===== config.mk =====
export PLATFORM = sky130hd
export DESIGN_NAME = ro_freq_meter
export DESIGN_NICKNAME = d
export VERILOG_FILES = /design/src/rtl/ro_freq_meter.sv
export SDC_FILE = /design/constraint.sdc
export NUM_CORES = 1
export LEC_CHECK = 0
export CAP_MARGIN = 20
export CORE_MARGIN = 5
export CORE_UTILIZATION = 48
export DETAILED_ROUTE_END_ITERATION = 10
export PLACE_DENSITY = 0.68
export SLEW_MARGIN = 30
export SYNTH_ARGS = -nofsm -noshare
export SYNTH_HDL_FRONTEND = slang
export SYNTH_SLANG_ARGS = --single-unit

===== constraint.sdc =====
create_clock -name clk -period 2.8 [get_ports clk]
set_clock_uncertainty 0.15 [all_clocks]
set_input_delay 0.42 -clock clk [delete_from_list [all_inputs] [get_ports clk]]
set_output_delay 0.42 -clock clk [all_outputs]
set_load 0.05 [all_outputs]

===== src/rtl/ro_freq_meter.sv =====
// rtl/ro_freq_meter.sv - ring oscillator frequency meter: gated rising-edge counter with start/done handshake
`timescale 1ns/1ps
module ro_freq_meter #(
    parameter int GATE_CYCLES   = 1000,
    parameter int SETTLE_CYCLES = 4,
    parameter int CNT_W         = 16
) (
    input  logic             clk,
    input  logic             rst,
    input  logic             start,
    input  logic             ro_clk_i,
    output logic             ro_en_o,
    output logic             busy,
    output logic             done,
    output logic [CNT_W-1:0] count_o,
    output logic             overflow
);
    localparam int TW = $clog2(((GATE_CYCLES > SETTLE_CYCLES) ? GATE_CYCLES : SETTLE_CYCLES) + 1);
    localparam logic [TW-1:0]    SETTLE_LAST = TW'(SETTLE_CYCLES - 1);
    localparam logic [TW-1:0]    GATE_LAST   = TW'(GATE_CYCLES - 1);
    localparam logic [CNT_W-1:0] CNT_MAX     = '1;

    typedef enum logic [1:0] {S_IDLE, S_SETTLE, S_GATE, S_DONE} state_t;

    state_t           r_state, w_next;
    logic [TW-1:0]    r_timer;
    logic             r_s1, r_s2, r_s3;
    logic [CNT_W-1:0] r_cnt, w_cnt_next;
    logic             r_ovf, w_ovf_next;
    logic             w_rise;

    always_ff @(posedge clk or posedge rst) begin
        if (rst) begin
            r_s1 <= 1'b0;
            r_s2 <= 1'b0;
            r_s3 <= 1'b0;
        end else begin
            r_s1 <= ro_clk_i;
            r_s2 <= r_s1;
            r_s3 <= r_s2;
        end
    end

    assign w_rise = r_s2 & ~r_s3;

    // Saturating count; a rise at full scale only raises the overflow flag.
    always_comb begin
        w_cnt_next = r_cnt;
        w_ovf_next = r_ovf;
        if (w_rise) begin
            if (r_cnt == CNT_MAX) w_ovf_next = 1'b1;
            else                  w_cnt_next = r_cnt + 1'b1;
        end
    end

    always_comb begin
        w_next  = r_state;
        ro_en_o = 1'b0;
        busy    = 1'b1;
        done    = 1'b0;
        case (r_state)
            S_IDLE: begin
                busy = 1'b0;
                if (start) w_next = S_SETTLE;
            end
            S_SETTLE: begin
                ro_en_o = 1'b1;
                if (r_timer == SETTLE_LAST) w_next = S_GATE;
            end
            S_GATE: begin
                ro_en_o = 1'b1;
                if (r_timer == GATE_LAST) w_next = S_DONE;
            end
            S_DONE: begin
                done   = 1'b1;
                w_next = S_IDLE;
            end
            default: w_next = S_IDLE;
        endcase
    end

    always_ff @(posedge clk or posedge rst) begin
        if (rst) begin
            r_state <= S_IDLE;
            r_timer <= '0;
        end else begin
            r_state <= w_next;
            if (r_state != w_next)
                r_timer <= '0;
            else if (r_state == S_SETTLE || r_state == S_GATE)
                r_timer <= r_timer + 1'b1;
        end
    end

    // The result is loaded on the edge into DONE so it is already valid while done is high.
    always_ff @(posedge clk or posedge rst) begin
        if (rst) begin
            r_cnt    <= '0;
            r_ovf    <= 1'b0;
            count_o  <= '0;
            overflow <= 1'b0;
        end else begin
            if (r_state == S_SETTLE && w_next == S_GATE) begin
                r_cnt <= '0;
                r_ovf <= 1'b0;
            end else if (r_state == S_GATE) begin
                r_cnt <= w_cnt_next;
                r_ovf <= w_ovf_next;
            end
            if (r_state == S_GATE && w_next == S_DONE) begin
                count_o  <= w_cnt_next;
                overflow <= w_ovf_next;
            end
        end
    end
endmodule


# [Yosys cells after proc, flatten, opt, wreduce, memory -nomap -nowiden]
# Cells that the tools add are included.
[op_classes] muxes=17 addsub=2 n_reduce_logical=7 bitwise_logic=2 eq_ne=9
[ops] op="16-bit two-way mux" count=4
[ops] op="10-bit two-way mux" count=2
[ops] op="16-bit by 1-bit adder with 16-bit output (second input constant)" count=1
[ops] op="16-bit == test (second input constant)" count=1
[ops] op="10-bit by 1-bit adder with 10-bit output (second input constant)" count=1
[ops] op="10-bit == test (second input constant)" count=1
[ops] op="10-bit by 2-bit == test with 1-bit output (second input constant)" count=1
[ops] op="2-bit == test (second input constant)" count=4
[ops] op="2-bit one-hot mux with 4 select lines" count=1
[ops] op="1-bit two-way mux" count=7
[ops] op="2-bit two-way mux" count=3
[ops] op="2-bit nonzero test" count=2
[ops] op="2-bit by 1-bit == test with 1-bit output (second input constant)" count=1
[ops] op="1-bit logical AND" count=2
[ops] op="2-bit zero test" count=1
[ops] op="2-bit inequality test" count=1
[ops] op="2-bit OR reduction" count=1
[ops] op="1-bit bitwise AND" count=1
[ops] op="1-bit logical OR" count=1
[ops] op="1-bit inverter" count=1
[word_totals] regBits=49 elab_cells=46 inputBits=4

# [Logic depth before layout (Yosys ltp)]
[depth] ltp_word=6 mapped_depth=10 depth_no_buf=7

# [Worst setup path before layout]
# No wires, ideal clock.
[synth_timing] path_kind="flip-flop to flip-flop" startpoint="register r_state[0]" endpoint="register r_timer[8]" path_stages_with_launch=8 synth_period_minus_slack_ns=2.188 t_arrival_ns=1.902 setup_slack_ns=0.612 path_buffers=0 setup_ns=0.136 path_cell_list="dfrtp_1 inv_1 ha_1 nand4_1 nor2_1 and3_1 xnor2_1 nor2_1"
[synth_via] elab_chain_len=4
[synth_rtl] item="start, declared" line_no="25" text="state_t r_state, w_next;"
[synth_rtl] item="start signal, assigned" line_no="87" text="r_state <= w_next;"
[synth_rtl] item="2-bit == test, or another cell as far along" line_no="61" text="case (r_state)"
[synth_rtl] item="2-bit one-hot mux with 4 select lines" line_no="61"
[synth_rtl] item="2-bit inequality test" line_no="88" text="if (r_state != w_next)"
[synth_rtl] item="10-bit two-way mux or 2-bit nonzero test (tied branches)"
[synth_rtl] item="end signal, assigned" line_no="91" text="r_timer <= r_timer + 1'b1;"
[synth_rtl] item="end, declared" line_no="26" text="logic [TW-1:0] r_timer;"
# Parallel ways exist; a longest one is shown, timed or not.
# A chain may end at the register's enable or synchronous reset.

# [Worst setup path after layout]
[layout_timing] startpoint="register r_state[0]" endpoint="output busy"
[layout_via] elab_chain_len=2
[layout_rtl] item="2-bit zero test" line_no="61"
[layout_rtl] item="1-bit two-way mux" line_no="61"
[layout_rtl] item="end, declared" line_no="13" text="output logic busy,"
# Every way passes these cells.

==> out/qor.csv <==
stage,metric,value,unit
synth,"Seq/Total Area, Yosys",45.65,%
outcome,status,"finished, final reports clean",
worst_setup_path,Max stage delay on crit path,0.80,ns
worst_setup_path,critical path class,flip-flop to output pin,
clocking,Num CTS Buffers,5,
place,IO Port Bufs,23,
sta,unrepaired setup endpoints after global routing,no,
worst_setup_path,CP required,2.23,ns
synth,commonest cells in the netlist,"49 x dfrtp_1, 37 x nor2_1, 30 x nand2_1",
global_route,grt ovf,0,
sta,slew margin rel.,60.61,%
routing,via count,1987,
pwr,VDD IR max,0.0001720,V
synth,dominant cells by area after synthesis,"dfrtp_1 46%, xor2_1 6.2%, nor2_1 5.2%",
sta,final setup vio count,0,
clocking,CTS Hold Bufs,0,
min_path,worst min path class,flip-flop to flip-flop,
final_layout,nets,312,
global_route,largest net degree at the start of global routing,50,
routing,routed length per instance,13.64,um
clocking,"CTS clk-pin slew, worst paths",0.08,ns
routing,Vias/cell,5.341,
synth,Seq cells post-synth,49,
clocking,clock latency on the worst-skew pair,0.29,ns
pwr,Leak,0.001305,uW
job,max_cap viols,0,
sta,Tcrit/Tclk final,92.17,%
routing,overall routed net length,5075,um
sta,Max Freq,387.5,MHz
synth,"EDFF count, synth",0,
worst_setup_path,CP max stage cell,clkdlybuf4s50_1,
die,Core Region,5473,um^2
place,RePlAce Congestion,0.8283,
clocking,PostCTS Resize Cnt,0,
global_route,initial antenna violation count,0,
place,Detailed Place HPWL,3602,um
routing,Detailed Route Iter0 Violations,159,
clocking,H-tree depth,2,
final_layout,share of cells above drive strength 1,7.667,%
sta,Tmin final,2.581,ns
clocking,post-CTS setup buffers,0,
pwr,total power per unit cell area,440.4,nW/um^2
global_route,first-pass GRT wire length,8942,um
synth,cell with the most instances after synthesis,dfrtp_1,
clocking,CTS root buf,clkbuf_8,
worst_setup_path,"delay-heaviest family, CP",buffers and inverters,
synth,Synth Flop Type,dfrtp_1,
global_route,total global-route track usage,15.08,%
sta,setup TNS,0,ns
synth,Yosys cell types,46,
die,Die ar.,7193,um^2
final_layout,area delta synth->final,13.74,%
worst_setup_path,buffer and inverter count on the worst path,3,
die,Die Y,84.81,um
routing,antenna-violating nets left,0,
sta,Slew Limit Fails,0,
clocking,CTS tree,done,
die,FP Rows,27,
sta,Final Hold Vio Count,0,
min_path,Hold Path Depth,0,
sta,Worst Tran Pin Value,0.5908,ns
worst_setup_path,Worst path depth,4,
global_route,vias in the first global route,1915,
die,num ports,24,
routing,residual DRC count,0,
worst_setup_path,Crit path top cell by count,inv_1,
worst_setup_path,worst-path cell chain,inv_1 > ha_1 > inv_1 > clkdlybuf4s50_1,
die,initial core utilization,49.09,%
synth,synthesized area,2686,um^2
worst_setup_path,R2R cell count,7,
worst_setup_path,CP max FO,7,
synth,top cell type's share of synthesized area,45.65,%
synth,syn avg cell area,9.594,um^2
synth,Yosys top cell by area,dfrtp_1,
die,die width,84.81,um
worst_setup_path,crit path capture type,output pin,
synth,Post-synth ARST share,100.0,%
routing,drt pass-1 iters,4,
synth,synthesized instance count,280,
worst_setup_path,Critical Path AT,2.01,ns
worst_setup_path,Startpoint Class,flip-flop,
clocking,clock buffer depth,2,
synth,Syn Nets,291,
clocking,clock sink count,49,
final_layout,Inserted Diodes,0,
pwr,Tot Pwr,1346,uW
synth,Yosys warning total,0,
[final timing paths]
kind	start	to	slack, ns
setup / recovery	r_state[0]$_DFF_PP0_	busy	0.22
hold / removal	r_s1$_DFF_PP0_	r_s2$_DFF_PP0_	0.20
setup reg to reg	r_state[0]$_DFF_PP0_	r_cnt[15]$_DFFE_PP0P_	0.46
hold reg to reg	r_s1$_DFF_PP0_	r_s2$_DFF_PP0_	0.20
max in group asynchronous	rst	r_cnt[13]$_DFFE_PP0P_	1.67
min in group asynchronous	rst	r_cnt[7]$_DFFE_PP0P_	0.44
[through the flow]
step                      instance area, um^2  worst slack, ns  util [%]  hold WS (ns)  std cells
after detailed placement                 2979           0.3606     54.44        0.1847        366
after global routing                     3055          0.09290     55.83        0.2260        372
final                                    3055           0.2193     55.83        0.2027        372
after CTS                                3053          0.03226     55.78        0.2048        372
after floorplan                          2686           0.6121         -        0.1812        280
after global placement                   2979           0.4200     54.44        0.1848        366
[final cells by class]
class                           instances  area, um^2
Multi-Input combinational cell        210        1369
Inverter                                7       26.28
Clock buffer                            5       68.82
Timing Repair Buffer                   28       270.3
Clock inverter                          1       5.005
Tap cell                               72       90.09
Fill cell                             516        2417
Sequential cell                        49        1226
[registers in the layout (all words and copies together) (netlist names)]
name / cells
r_cnt: 16
r_s2: 1
r_timer: 10
r_ovf: 1
r_s1: 1
r_state: 2
count_o: 16
overflow: 1
r_s3: 1
[logic make-up after synthesis]
group / share of synthesized area, %
AO/OA/AOI/OAI: 10.53
XOR/XNOR: 10.43
adder cells (fa/ha/maj): 3.260
buffers and inverters: 3.540
flip-flops: 45.65
multiplexers: 1.863
AND/OR/NAND/NOR: 24.73
[layout by cell type (no fill, tap or decap), types with 2 or more instances in the layout]
cell type        count
ha_1                 7
nor2_1              37
nor3_1               6
a211oi_1             3
nand4_2              2
buf_4                5
nor4_1               3
o21ai_1              5
clkdlybuf4s50_1     22
xnor2_1             13
nor2b_1              2
nand4_1              9
dfrtp_1             49
clkbuf_8             5
and3_1               6
mux2i_1              5
inv_1                6
and4_1               2
xor2_1              19
nand2b_1             3
o21ai_0             13
or3_1                2
a21oi_1              8
nand2_1             30
nand3_1             13
[where the power goes]
part           leakage [uW]  switching (uW)  internal, uW
clock             0.0000399             214           165
combinational      0.000620            79.7          69.5
sequential         0.000645            75.1           743
[layer usage]
metal  track usage [%]  routed length [um]  vias to the layer above
met3             2.621                 263                       10
met2             23.56                2260                       56
li1                  -                   -                     1009
met4             6.187                  95                        0
met1             20.78                2454                      912
met5                 0                   0                        -
[worst register-to-register path: stages, from the launching register on]
cell and delay, ns:
dfrtp_1 0.48, inv_1 0.15, ha_1 0.33, nor4b_2 0.39, a21oi_1 0.16, and4_1 0.19
buf_4 0.19, a211oi_1 0.21
Power figures use the tool's default switching activity.
